===== config.mk =====
export PLATFORM = sky130hd
export DESIGN_NAME = clock_cfg_sequencer
export DESIGN_NICKNAME = d
export VERILOG_FILES = /design/src/rtl/clock_cfg_sequencer.sv
export SDC_FILE = /design/constraint.sdc
export NUM_CORES = 1
export LEC_CHECK = 0
export ABC_AREA = 1
export CAP_MARGIN = 5
export CORE_ASPECT_RATIO = 1.2
export CORE_MARGIN = 2
export CORE_UTILIZATION = 40
export DETAILED_ROUTE_END_ITERATION = 6
export SYNTH_ARGS = -nofsm -noshare
export SYNTH_HDL_FRONTEND = slang
export SYNTH_SLANG_ARGS = --single-unit

===== constraint.sdc =====
create_clock -name i_clock -period 1.6 [get_ports i_clock]
set_clock_uncertainty 0.05 [all_clocks]
set_input_delay 0.4 -clock i_clock [delete_from_list [all_inputs] [get_ports i_clock]]
set_output_delay 0.4 -clock i_clock [all_outputs]
set_load 0.005 [all_outputs]

===== src/rtl/clock_cfg_sequencer.sv =====
// clock_cfg_sequencer
// Sits between the core's clock config register and the clock generator.
// A CLKSEL change is only applied once any newly enabled oscillator/PLL has
// settled (and, for the PLL, locked). The software RESET bit becomes a timed
// reset pulse back into the core. The cog clock never switches onto an
// unsettled source.
module clock_cfg_sequencer #(
  parameter int SETTLE_CYCLES = 16000, // min wait after enabling OSCENA/PLLENA
  parameter int LOCK_TIMEOUT  = 64000, // max wait for i_pll_locked before abort
  parameter int SWITCH_GAP    = 8,     // busy hold after a CLKSEL write
  parameter int RES_CYCLES    = 1024   // o_soft_res pulse length
) (
  input  logic       i_clock,      // 160MHz fixed clock
  input  logic       i_resn,       // async active-low reset
  input  logic [7:0] i_cfg_in,     // [7]RESET [6]PLLENA [5]OSCENA [4:3]OSCM [2:0]CLKSEL
  input  logic       i_pll_locked, // PLL lock status, synchronous to i_clock
  output logic [6:0] o_cfg_out,    // applied config to the clock generator
  output logic       o_soft_res,   // reset request into the core
  output logic       o_busy,       // high whenever not IDLE
  output logic       o_lock_err    // sticky lock-timeout flag
);

  // Counter is shared by all timed states; sized for the longest interval.
  localparam int MAX_AB  = (SETTLE_CYCLES > LOCK_TIMEOUT) ? SETTLE_CYCLES : LOCK_TIMEOUT;
  localparam int MAX_ABC = (MAX_AB > RES_CYCLES) ? MAX_AB : RES_CYCLES;
  localparam int CNT_MAX = (MAX_ABC > SWITCH_GAP) ? MAX_ABC : SWITCH_GAP;
  localparam int CW      = $clog2(CNT_MAX + 1);

  // Terminal counts: each timed state ends on the cycle whose count equals N-1,
  // so the state lasts exactly N cycles.
  localparam logic [CW-1:0] SETTLE_LAST = CW'(SETTLE_CYCLES - 1);
  localparam logic [CW-1:0] LOCK_LAST   = CW'(LOCK_TIMEOUT - 1);
  localparam logic [CW-1:0] GAP_LAST    = CW'(SWITCH_GAP - 1);
  localparam logic [CW-1:0] RES_LAST    = CW'(RES_CYCLES - 1);
  localparam logic [CW-1:0] CNT_SAT     = '1;

  typedef enum logic [1:0] {
    S_IDLE     = 2'd0,
    S_SETTLE   = 2'd1,
    S_SWITCH   = 2'd2,
    S_SOFT_RES = 2'd3
  } state_t;

  state_t        r_state;
  logic [7:0]    r_cfg_q;        // single registered copy of i_cfg_in
  logic [6:0]    r_cfg_out;
  logic [6:0]    r_target;       // config being moved towards
  logic [CW-1:0] r_cnt;
  logic          r_soft_res;
  logic          r_lock_err;
  logic [6:0]    r_fail_target;  // target that last timed out on lock
  logic          r_fail_valid;   // suppresses retrying r_fail_target

  state_t        w_state_next;
  logic [6:0]    w_cfg_out_next;
  logic [6:0]    w_target_next;
  logic [CW-1:0] w_cnt_next;
  logic          w_soft_res_next;
  logic          w_lock_err_next;
  logic [6:0]    w_fail_target_next;
  logic          w_fail_valid_next;

  logic [CW-1:0] w_cnt_inc;
  logic          w_need_settle;
  logic          w_blocked;
  logic          w_change;

  // Saturating increment: the counter never wraps.
  assign w_cnt_inc = (r_cnt == CNT_SAT) ? r_cnt : r_cnt + 1'b1;

  // A settle phase is only needed for enables going 0->1; disables switch directly.
  assign w_need_settle = (r_cfg_q[6] & ~r_cfg_out[6]) | (r_cfg_q[5] & ~r_cfg_out[5]);

  // A target that already timed out is not retried until the core writes something else.
  assign w_blocked = r_fail_valid && (r_cfg_q[6:0] == r_fail_target);

  assign w_change  = (r_cfg_q[6:0] != r_cfg_out) && !w_blocked;

  // State and datapath registers; reset forces the safe RCFAST configuration.
  always_ff @(posedge i_clock or negedge i_resn) begin
    if (!i_resn) begin
      r_state       <= S_IDLE;
      r_cfg_q       <= 8'h00;
      r_cfg_out     <= 7'h00;
      r_target      <= 7'h00;
      r_cnt         <= '0;
      r_soft_res    <= 1'b0;
      r_lock_err    <= 1'b0;
      r_fail_target <= 7'h00;
      r_fail_valid  <= 1'b0;
    end else begin
      r_state       <= w_state_next;
      r_cfg_q       <= i_cfg_in;
      r_cfg_out     <= w_cfg_out_next;
      r_target      <= w_target_next;
      r_cnt         <= w_cnt_next;
      r_soft_res    <= w_soft_res_next;
      r_lock_err    <= w_lock_err_next;
      r_fail_target <= w_fail_target_next;
      r_fail_valid  <= w_fail_valid_next;
    end
  end

  // Next-state and next-output decisions, all based on the registered config.
  always_comb begin
    w_state_next       = r_state;
    w_cfg_out_next     = r_cfg_out;
    w_target_next      = r_target;
    w_cnt_next         = r_cnt;
    w_soft_res_next    = r_soft_res;
    w_lock_err_next    = r_lock_err;
    w_fail_target_next = r_fail_target;
    w_fail_valid_next  = r_fail_valid;

    case (r_state)
      S_IDLE: begin
        if (r_cfg_q[7]) begin
          // Soft reset wins over any simultaneous config change.
          w_state_next    = S_SOFT_RES;
          w_cfg_out_next  = 7'h00;
          w_soft_res_next = 1'b1;
          w_cnt_next      = '0;
        end else begin
          if (r_fail_valid && !w_blocked) begin
            w_fail_valid_next = 1'b0;
          end
          if (w_change) begin
            w_target_next = r_cfg_q[6:0];
            w_cnt_next    = '0;
            if (w_need_settle) begin
              // Turn the new source on but keep running from the old CLKSEL.
              w_cfg_out_next = {r_cfg_q[6:3], r_cfg_out[2:0]};
              w_state_next   = S_SETTLE;
            end else begin
              // Whole target written at once, so CLKSEL never lags a disable.
              w_cfg_out_next = r_cfg_q[6:0];
              w_state_next   = S_SWITCH;
            end
          end
        end
      end

      S_SETTLE: begin
        w_cnt_next = w_cnt_inc;
        if ((r_cnt >= SETTLE_LAST) && (i_pll_locked || !r_target[6])) begin
          w_cfg_out_next = r_target;
          w_cnt_next     = '0;
          w_state_next   = S_SWITCH;
        end else if (r_target[6] && (r_cnt >= LOCK_LAST)) begin
          // Give up: enables stay applied, CLKSEL stays on the old source.
          w_lock_err_next    = 1'b1;
          w_fail_target_next = r_target;
          w_fail_valid_next  = 1'b1;
          w_state_next       = S_IDLE;
        end
      end

      S_SWITCH: begin
        if (r_cnt >= GAP_LAST) begin
          w_state_next = S_IDLE;
        end else begin
          w_cnt_next = w_cnt_inc;
        end
      end

      S_SOFT_RES: begin
        if (r_cnt >= RES_LAST) begin
          w_soft_res_next = 1'b0;
          w_state_next    = S_IDLE;
        end else begin
          w_cnt_next = w_cnt_inc;
        end
      end

      default: begin
        w_state_next = S_IDLE;
      end
    endcase
  end

  assign o_cfg_out  = r_cfg_out;
  assign o_soft_res = r_soft_res;
  assign o_busy     = (r_state != S_IDLE);
  assign o_lock_err = r_lock_err;

endmodule


==> results of run 1 <==
[synth_stat cells (all sizes together) (3+ instances only)]
cell type	n	area, sq um
a21oi	3	26.28
buf	7	62.56
dfrtp	50	1251
nand4	7	50.05
nor3	7	51.30
inv	53	198.9
ha	3	37.54
nand3	43	252.8
xor2	5	43.79
nand2	162	673.1
o21ai	41	242.7
nor2	35	175.2
[routing by layer]
layer / vias to the layer above / track usage, % / share of wire, %
met5: - / 0 / 0
met4: 0 / 7.692 / 3.9
met3: 29 / 3.686 / 4.1
met2: 87 / 38.70 / 52
met1: 1488 / 23.30 / 40
li1: 1536 / - / -
[report_power, final]
part / internal (W) / switching, W / leakage, nW
sequential: 0.00151 / 0.000174 / 0.637
combinational: 0.00115 / 0.00135 / 1.61
clock: 0.000349 / 0.000461 / 0.0472
[registers in the layout, summed over array words and instances (netlist names), 2 cells and up]
register and count:
o_cfg_out 7, r_target 7, r_state 2, r_fail_target 7, r_cfg_q 8, r_cnt 16
[final cells by class]
type	count	area (sq um)	share of cell area, %
clock inverters	2	12.51	0.2796
well taps	92	115.1	2.573
flip-flops and latches	50	1252	27.99
inverters	54	205.2	4.586
clock buffers	6	82.58	1.846
repair buffers	96	935.9	20.92
multi-input cells	314	1871	41.81
[worst max-delay path: cells and delay by family (launching register included)]
| kind | cells | cell delay [ns] |
|---|---|---|
| AOI/OAI and AO/OA | 1 | 0.06 |
| adders and majority gates | 1 | 0.28 |
| buffers and inverters | 3 | 0.42 |
| DFF | 1 | 0.44 |
| and+or+nand+nor | 6 | 0.47 |
[logic make-up (layout without fill, tap and decap cells)]
| family | Yosys count | count (layout) | share of synthesized area, % |
|---|---|---|---|
| adders and majority gates | 3 | 3 | 1.201 |
| and+or+nand+nor | 256 | 257 | 38.86 |
| DFF | 50 | 50 | 40.02 |
| AOI/OAI and AO/OA | 47 | 47 | 9.244 |
| xor gates and xnor gates | 7 | 7 | 1.961 |
| buffers and inverters | 63 | 158 | 8.723 |
[through the flow]
stage / setup WS [ns] / setup TNS (ns) / instance area [sq um]
floorplan: -0.03377 / -0.5263 / 3152
global placement: -0.1979 / -5.440 / 3895
detailed placement: -0.2134 / -6.036 / 3895
CTS: -0.1777 / -4.836 / 4168
global route: -0.3007 / -9.490 / 4474
finish: -0.2398 / -6.103 / 4474
[final timing paths]
| path | endpoint | start | cells after the start |
|---|---|---|---|
| min | o_soft_res | o_soft_res | 2 |
| max in group asynchronous | r_target[0] | i_resn | 3 |
| min in group asynchronous | r_target[6] | i_resn | 2 |
| min reg2reg | o_soft_res | o_soft_res | 2 |
| max | r_target[0] | r_cfg_q[5] | 11 |
| max reg2reg | r_target[0] | r_cfg_q[5] | 11 |
[repair_timing]
item / in CTS / in global routing
hold buffers: 1 / 0
buffers inserted: 7 / 6
gates cloned: 1 / 5
endpoints found under the setup margin: 51 / 43
pin swaps: 6 / 16
gates resized for setup: 39 / 47
hold endpoints to repair: 15 / 0
==> impl_metrics.env, run 1 <==
export IMPL_run_status="finished with violations"
export IMPL_failing_checks="setup timing"
export IMPL_clkSlewWorstSetupHoldPaths_ns=0.10
export IMPL_synth_edff_count=0
export IMPL_gpl_final_weighted_congestion=0.9301
export IMPL_antenna_violations_before_repair=0
export IMPL_number_of_global_route_vias_before_repair=3053
export IMPL_totalWireLength_mm=9.122
export IMPL_detail_route_antenna_nets=0
export IMPL_worst_setup_path_start_kind="flip-flop"
export IMPL_synth_yosys_warnings=0
export IMPL_grt_setup_unrepaired="true"
export IMPL_numClockSinks=50
export IMPL_filler_instances=698
export IMPL_post_route_worst_setup_slack_ns=-0.2398
export IMPL_dp_hpwl_mm=5.990
export IMPL_hold_ws_ns=0.4371
export IMPL_cts_root_buffer_cell="clkbuf_8"
export IMPL_detailedRoute_firstPassIterationCount=4
export IMPL_critical_path_peak_fanout=6
export IMPL_synth_avg_cell_area_sq_um=7.340
export IMPL_cp_end_kind="flip-flop"
export IMPL_place_port_buffers=20
export IMPL_maxSlewHeadroom_pct=73.00
export IMPL_pin_count=21
export IMPL_timing_fmax_mhz=543.5
export IMPL_overflow=0
export IMPL_slowest_stage="dfrtp_1"
export IMPL_leakage_nw=2.297
export IMPL_layout_common_cells="nand2_1 (119), buf_4 (58), dfrtp_1 (49)"
export IMPL_rows=35
export IMPL_antenna_diode_count=0
export IMPL_die_w_microns=84.71
export IMPL_regToRegSetupSlack_ns=-0.24
export IMPL_worstSkewPairLatency_ns=0.32
export IMPL_most_frequent_standard_cell_in_the_layout_excluding_fill_and_tap_cells="nand2_1"
export IMPL_floorplan_initialDensity_pct=41.03
export IMPL_peakVddDrop_mv=0.6691
export IMPL_number_of_register_bits_inferred_by_synthesis=50
export IMPL_share_of_flip_flops_with_an_asynchronous_set_or_reset_pct=100.0
export IMPL_groute_usage_overall_pct=20.68
export IMPL_final_util_pct=58.72
export IMPL_syn_inst=426
export IMPL_cts_buffers_inserted=5
export IMPL_routed_via_count=3140
export IMPL_detailedRoute_firstIterationViolations=118
export IMPL_net_count_after_synthesis=440
export IMPL_final_max_slew_viol_count=0
export IMPL_cts_path_max_buffers=2
export IMPL_power_density_nw_per_um2=1119
export IMPL_timing_final_crit_period_ns=1.840
export IMPL_dpl_cell_count=586
export IMPL_cts_tree="yes"
export IMPL_holdCritPathClass="reg2reg"
export IMPL_wl_per_cell_microns=14.86
export IMPL_worstMarginPinSlew_ns=0.4049
export IMPL_worst_ep_arrival_time_ns=1.99
export IMPL_cts_htree_levels=2
export IMPL_max_stage_delay_ns=0.44
export IMPL_placeableCoreArea_sq_um=7620
export IMPL_global_route_wire_length_before_repair_mm=14.06
export IMPL_largest_net_degree_at_the_start_of_global_routing=36
export IMPL_floorplan_die_height_microns=100.9
export IMPL_power_w=0.005005
export IMPL_post_route_period_util_pct=115.0
export IMPL_yosys_most_used_dff="dfrtp_1"
export IMPL_final_cells=614
export IMPL_setup_viol=41
export IMPL_final_hold_viol_count=0
export IMPL_critPathRequiredTime_ns=1.75
export IMPL_worstPathCellList="ha_4 > nand3_2 > nor2_1 > nand3_1 > nand2_2 > buf_6 > nor3_4 > buf_6 > clkbuf_16 > nand2_2 > o21ai_1"
export IMPL_mappedNetlistArea_sq_um=3127
export IMPL_synth_cell_type_count=34
export IMPL_max_cap_violations=0
export IMPL_dieArea_sq_um=8543
export IMPL_yosysSeqAreaShare_pct=40.02
export IMPL_timing_worst_setup_path_type="reg2reg"
export IMPL_route_detailed_drc=0
export IMPL_drt_vias_per_instance=5.114
export IMPL_synthToLayoutAreaGrowth_pct=43.10
export IMPL_final_nets=535
export IMPL_drive_gt1_share_pct=36.97
Power figures use the tool's default switching activity.
==> run 2: changes to the inputs <==
--- a/config.mk
+++ b/config.mk
@@ -9,8 +9,9 @@
 export CAP_MARGIN = 5
 export CORE_ASPECT_RATIO = 1.2
 export CORE_MARGIN = 2
-export CORE_UTILIZATION = 40
+export CORE_UTILIZATION = 50
 export DETAILED_ROUTE_END_ITERATION = 6
+export PLACE_DENSITY = 0.72
 export SYNTH_ARGS = -nofsm -noshare
 export SYNTH_HDL_FRONTEND = slang
 export SYNTH_SLANG_ARGS = --single-unit
==> impl_metrics.env, run 2 (same netlist as run 1, synthesis figures left out) <==
export IMPL_wl_per_cell_microns=14.78
export IMPL_worstMarginPinSlew_ns=0.3464
export IMPL_maxSlewHeadroom_pct=76.66
export IMPL_numClockSinks=50
export IMPL_run_status="finished with violations"
export IMPL_footprint_of_the_multi_input_gates_sq_um=1822
export IMPL_worst_setup_path_start_kind="flip-flop"
export IMPL_final_nets=536
export IMPL_switching_share_pct=39.36
export IMPL_detailedRoute_firstPassIterationCount=5
export IMPL_combined_flip_flop_and_latch_cell_area_sq_um=1254
export IMPL_post_route_period_util_pct=114.5
export IMPL_floorplan_initialDensity_pct=51.67
export IMPL_antenna_diode_count=0
export IMPL_max_cap_violations=0
export IMPL_layout_common_cells="nand2_1 (125), buf_4 (57), dfrtp_1 (48)"
export IMPL_cts_root_buffer_cell="clkbuf_8"
export IMPL_totalWireLength_mm=8.915
export IMPL_filler_instances=470
export IMPL_leakage_nw=2.267
export IMPL_drt_vias_per_instance=5.275
export IMPL_peakVddDrop_mv=0.7030
export IMPL_holdCritPathClass="in2async"
export IMPL_cts_htree_levels=2
export IMPL_detail_route_antenna_nets=0
export IMPL_worst_ep_arrival_time_ns=1.99
export IMPL_timing_worst_setup_path_type="reg2reg"
export IMPL_worst_slack_at_placement_ns=-0.2418
export IMPL_synthToLayoutAreaGrowth_pct=41.14
export IMPL_dp_hpwl_mm=5.708
export IMPL_regMostFlops="r_cnt"
export IMPL_p_int_w=0.002994
export IMPL_gpl_final_weighted_congestion=0.9376
export IMPL_power_share_sequential_pct=34.3
export IMPL_routed_via_count=3181
export IMPL_dieArea_sq_um=6905
export IMPL_placeableCoreArea_sq_um=6051
export IMPL_detailedRoute_firstIterationViolations=169
export IMPL_rows=31
export IMPL_pin_count=21
export IMPL_overflow=0
export IMPL_power_density_nw_per_um2=1119
export IMPL_global_route_wire_length_before_repair_mm=13.58
export IMPL_reg_largest_list="r_cnt x16, r_cfg_q x8"
export IMPL_final_util_pct=72.93
export IMPL_timing_fmax_mhz=545.6
export IMPL_floorplan_die_height_microns=90.63
export IMPL_critPathRequiredTime_ns=1.76
export IMPL_failing_checks="setup timing"
export IMPL_largest_register_ffs=16
export IMPL_die_w_microns=76.19
export IMPL_setup_viol=42
export IMPL_largest_net_degree_at_the_start_of_global_routing=51
export IMPL_cp_end_kind="flip-flop"
export IMPL_cts_buffers_inserted=5
export IMPL_fin_tns_setup_ns=-6.559
export IMPL_number_of_global_route_vias_before_repair=2966
export IMPL_place_port_buffers=20
export IMPL_drive_gt1_share_pct=33.97
export IMPL_combPwrFrac_pct=50.7
export IMPL_antenna_violations_before_repair=0
export IMPL_route_detailed_drc=0
export IMPL_timing_final_crit_period_ns=1.833
export IMPL_cts_hold_repair_buffers=0
export IMPL_grt_setup_unrepaired="true"
export IMPL_p_sw_w=0.001943
export IMPL_critical_path_peak_fanout=6
export IMPL_groute_usage_overall_pct=24.40
export IMPL_final_hold_viol_count=0
export IMPL_power_clock_fraction_pct=14.9
export IMPL_cts_tree="yes"
export IMPL_cts_path_max_buffers=2
export IMPL_clkSlewWorstSetupHoldPaths_ns=0.09
export IMPL_post_route_worst_setup_slack_ns=-0.2327
export IMPL_worstSkewPairLatency_ns=0.30
export IMPL_final_max_slew_viol_count=0
export IMPL_most_frequent_standard_cell_in_the_layout_excluding_fill_and_tap_cells="nand2_1"
==> run 2: cell types whose count changed in the layout (fill, tap and decap cells not counted), moves of 3 or more <==
cell / change
nand2_4: -5
o21ai_1: +6
nand2_2: -3
nand2_1: +6
buf_6: +3
o21ai_2: -7
==> run 2: power groups by stage <==
stage / Clock, W / Combinational [W] / Sequential [W]
floorplan: 0 / 0.00110 / 0.00171
global placement: 0 / 0.00198 / 0.00169
detailed placement: 0 / 0.00203 / 0.00171
CTS: 0.000751 / 0.00217 / 0.00167
global route: 0.000799 / 0.00273 / 0.00172
finish: 0.000737 / 0.00251 / 0.00170
==> run 2: what timing repair did <==
| item | in CTS | in global routing |
|---|---|---|
| gates resized for setup | 32 | 41 |
| gates cloned | 1 | 4 |
| endpoints found under the setup margin | 51 | 42 |
| buffers inserted | 7 | 11 |
| pin swaps | 8 | 13 |
==> run 2: through the flow <==
step	instance area [sq um]	power, W	instances	hold slack [ns]
global placement	3867	0.003670	574	0.3604
CTS	4085	0.004591	588	0.04096
global route	4413	0.005251	603	0.03477
finish	4413	0.004937	603	0.01821
detailed placement	3867	0.003738	574	0.3643
floorplan	3152	0.002804	426	0.05441
==> run 2: final timing paths <==
path                            depth (start not counted)  startpoint    endpoint  slack [ns]
worst max-delay path                                   11    r_cnt[1]  r_state[0]       -0.23
min in group i_clock                                    2  o_lock_err  o_lock_err        0.42
worst min register to register                          2  o_lock_err  o_lock_err        0.42
worst min-delay path                                    2      i_resn   r_cnt[13]        0.02
worst max register to register                         11    r_cnt[1]  r_state[0]       -0.23
max in group asynchronous                               2      i_resn    r_cnt[5]        1.22
==> run 2: worst max-delay path: stages, from the launching register on <==
cell and delay [ns]:
dfrtp_1 0.43, ha_4 0.20, nand2_8 0.10, inv_6 0.05
nand2_2 0.08, nand2_2 0.06, nand2_2 0.07, nand2_4 0.09
nand2_8 0.14, clkbuf_16 0.16, nand3_1 0.09, a31oi_1 0.22
==> run 2: layer usage <==
layer / share of wire (%) / up-vias / track usage [%]
li1: - / 1543 / -
met1: 39 / 1494 / 28.39
met2: 53 / 113 / 46.06
met3: 3.8 / 31 / 3.400
met4: 4.1 / 0 / 7.576
met5: 0 / - / 0
==> run 2: final cells by class <==
class,instances,area share (%)
multi-input combinational,314,41.28
sequential,50,28.41
timing repair buffer,97,21.41
inverter,54,4.707
tap,82,2.325
clock buffer,6,1.871
==> run 3: changes to the inputs <==
--- a/config.mk
+++ b/config.mk
@@ -12,6 +12,7 @@
 export CORE_UTILIZATION = 50
 export DETAILED_ROUTE_END_ITERATION = 6
 export PLACE_DENSITY = 0.72
+export REMOVE_ABC_BUFFERS = 1
 export SYNTH_ARGS = -nofsm -noshare
 export SYNTH_HDL_FRONTEND = slang
 export SYNTH_SLANG_ARGS = --single-unit
==> impl_metrics.env, run 3 (same netlist as run 1, synthesis figures left out) <==
export IMPL_failing_checks="setup timing"
export IMPL_cts_buffers_inserted=5
export IMPL_wl_per_cell_microns=16.09
export IMPL_number_of_global_route_vias_before_repair=3350
export IMPL_reg_largest_list="r_cnt x16, r_cfg_q x8"
export IMPL_synthToLayoutAreaGrowth_pct=43.90
export IMPL_holdCritPathClass="in2async"
export IMPL_final_max_slew_viol_count=0
export IMPL_clkSlewWorstSetupHoldPaths_ns=0.10
export IMPL_layout_common_cells="nand2_1 (111), buf_4 (63), dfrtp_1 (48)"
export IMPL_power_density_nw_per_um2=1150
export IMPL_timing_final_crit_period_ns=1.839
export IMPL_regToRegStartpoint="o_cfg_out[6]"
export IMPL_groute_usage_overall_pct=28.34
export IMPL_cts_tree="yes"
export IMPL_reg2regPathDepth=11
export IMPL_largest_net_degree_at_the_start_of_global_routing=51
export IMPL_detailedRoute_firstIterationViolations=264
export IMPL_max_stage_delay_ns=0.40
export IMPL_maxSlewHeadroom_pct=80.98
export IMPL_dpl_cell_count=578
export IMPL_place_port_buffers=20
export IMPL_leakage_nw=2.304
export IMPL_dieArea_sq_um=6905
export IMPL_cts_htree_levels=2
export IMPL_fin_tns_setup_ns=-6.545
export IMPL_grt_setup_unrepaired="true"
export IMPL_critPathRequiredTime_ns=1.79
export IMPL_floorplan_initialDensity_pct=51.67
export IMPL_final_hold_viol_count=0
export IMPL_worstMarginPinSlew_ns=0.2823
export IMPL_global_route_wire_length_before_repair_mm=15.58
export IMPL_worst_setup_path_start_kind="flip-flop"
export IMPL_power_share_sequential_pct=32.7
export IMPL_most_frequent_standard_cell_in_the_layout_excluding_fill_and_tap_cells="nand2_1"
export IMPL_gpl_final_weighted_congestion=0.8988
export IMPL_post_route_period_util_pct=114.9
export IMPL_drt_vias_per_instance=5.419
export IMPL_cts_path_max_buffers=2
export IMPL_overflow=0
export IMPL_worstReg2RegEnd="r_target[3]"
export IMPL_setup_viol=39
export IMPL_detailedRoute_firstPassIterationCount=5
export IMPL_worstSkewPairLatency_ns=0.31
export IMPL_power_clock_fraction_pct=18.2
export IMPL_cts_root_buffer_cell="clkbuf_8"
export IMPL_combPwrFrac_pct=49.1
export IMPL_rows=31
export IMPL_switching_share_pct=40.50
export IMPL_routed_via_count=3311
export IMPL_cp_end_kind="flip-flop"
export IMPL_p_sw_w=0.002095
export IMPL_antenna_violations_before_repair=0
export IMPL_largest_register_ffs=16
export IMPL_worst_ep_arrival_time_ns=2.02
export IMPL_regMostFlops="r_cnt"
export IMPL_slowest_stage="dfrtp_1"
export IMPL_placeableCoreArea_sq_um=6051
export IMPL_max_cap_violations=0
export IMPL_final_nets=542
export IMPL_numClockSinks=50
export IMPL_die_w_microns=76.19
export IMPL_detail_route_antenna_nets=0
export IMPL_run_status="finished with violations"
export IMPL_dp_hpwl_mm=5.917
export IMPL_regToRegSetupSlack_ns=-0.24
export IMPL_worst_slack_at_placement_ns=-0.2152
export IMPL_floorplan_die_height_microns=90.63
export IMPL_drive_gt1_share_pct=40.45
export IMPL_filler_instances=456
export IMPL_totalWireLength_mm=9.829
export IMPL_antenna_diode_count=0
export IMPL_final_cells=611
export IMPL_post_route_worst_setup_slack_ns=-0.2391
export IMPL_route_detailed_drc=0
export IMPL_pin_count=21
export IMPL_timing_fmax_mhz=543.8
export IMPL_critical_path_peak_fanout=6
export IMPL_peakVddDrop_mv=0.8840
export IMPL_p_int_w=0.003078
export IMPL_worstPathCellList="inv_1 > ha_4 > nand3_2 > nor2_2 > nand3_2 > nand2_2 > buf_6 > nor3_4 > buf_6 > nand2_2 > o21ai_1"
export IMPL_timing_worst_setup_path_type="reg2reg"
run 3: changes by cell type in the layout (fill, tap and decap cells not counted), sizes merged:
cell and delta:
inv +2, dlygate4sd2 +2, bufinv +1, clkbuf -6
buf +9
run 3: power by group through the flow:
stage / registers, W / clock network [W] / logic, W
after CTS: 0.00167 / 0.000949 / 0.00229
after detailed placement: 0.00169 / 0 / 0.00197
after global placement: 0.00169 / 0 / 0.00192
final: 0.00169 / 0.000940 / 0.00254
after global routing: 0.00172 / 0.00100 / 0.00277
after floorplan: 0.00172 / 0 / 0.000994
run 3: what timing repair did:
action | in CTS | in global routing
buffers inserted | 18 | 7
setup endpoints to repair | 51 | 43
hold buffers | 0 | 0
pin swaps | 18 | 26
cloned | 2 | 0
resized for setup | 60 | 57
run 3: layout make-up:
cell class | instances | area, sq um | share of cell area (%)
clock buffer | 5 | 68.82 | 1.529
clock inverter | 3 | 47.55 | 1.057
inverter | 54 | 205.2 | 4.561
multi-input combinational | 314 | 1918 | 42.63
sequential | 50 | 1254 | 27.86
tap | 82 | 102.6 | 2.280
timing repair buffer | 103 | 903.4 | 20.08
run 3: worst max-delay path, delay by kind of cell (launching register included):
family	cells	cell delay, ns
buffers and inverters	3	0.44
adder cells (fa/ha/maj)	1	0.22
flip-flops	1	0.40
AO/OA/AOI/OAI	1	0.07
AND/OR/NAND/NOR	6	0.58
run 3: worst max path at each step:
stage / end / cells past startpoint / start / slack [ns]
final: r_target[3] / 11 / o_cfg_out[6] / -0.24
after floorplan: r_fail_target[0] / 11 / r_cnt[0] / -0.13
after CTS: r_cnt[5] / 11 / r_cfg_q[5] / -0.17
after detailed placement: r_fail_target[2] / 6 / i_pll_locked / -0.22
after global routing: r_target[5] / 10 / o_cfg_out[2] / -0.30
after global placement: r_fail_target[3] / 6 / i_pll_locked / -0.19
run 3: metal layers:
| layer | share of wire [%] | up-vias | GRT usage, % |
|---|---|---|---|
| met5 | 0 | - | 0 |
| met2 | 54 | 129 | 51.64 |
| met3 | 4.2 | 41 | 3.400 |
| met1 | 37 | 1585 | 31.73 |
| met4 | 4.6 | 0 | 16.36 |
| li1 | - | 1556 | - |
run 3: stage by stage:
step	cell area (sq um)	util, %	hold slack [ns]	power, W
2_1_floorplan	3057	-	0.05441	0.002717
3_3_place_gp	3847	63.59	0.3615	0.003607
3_5_place_dp	3847	63.59	0.3602	0.003658
4_1_cts	4298	71.03	0.03033	0.004903
5_1_grt	4499	74.36	0.03668	0.005488
6_report	4499	74.36	0.006854	0.005174
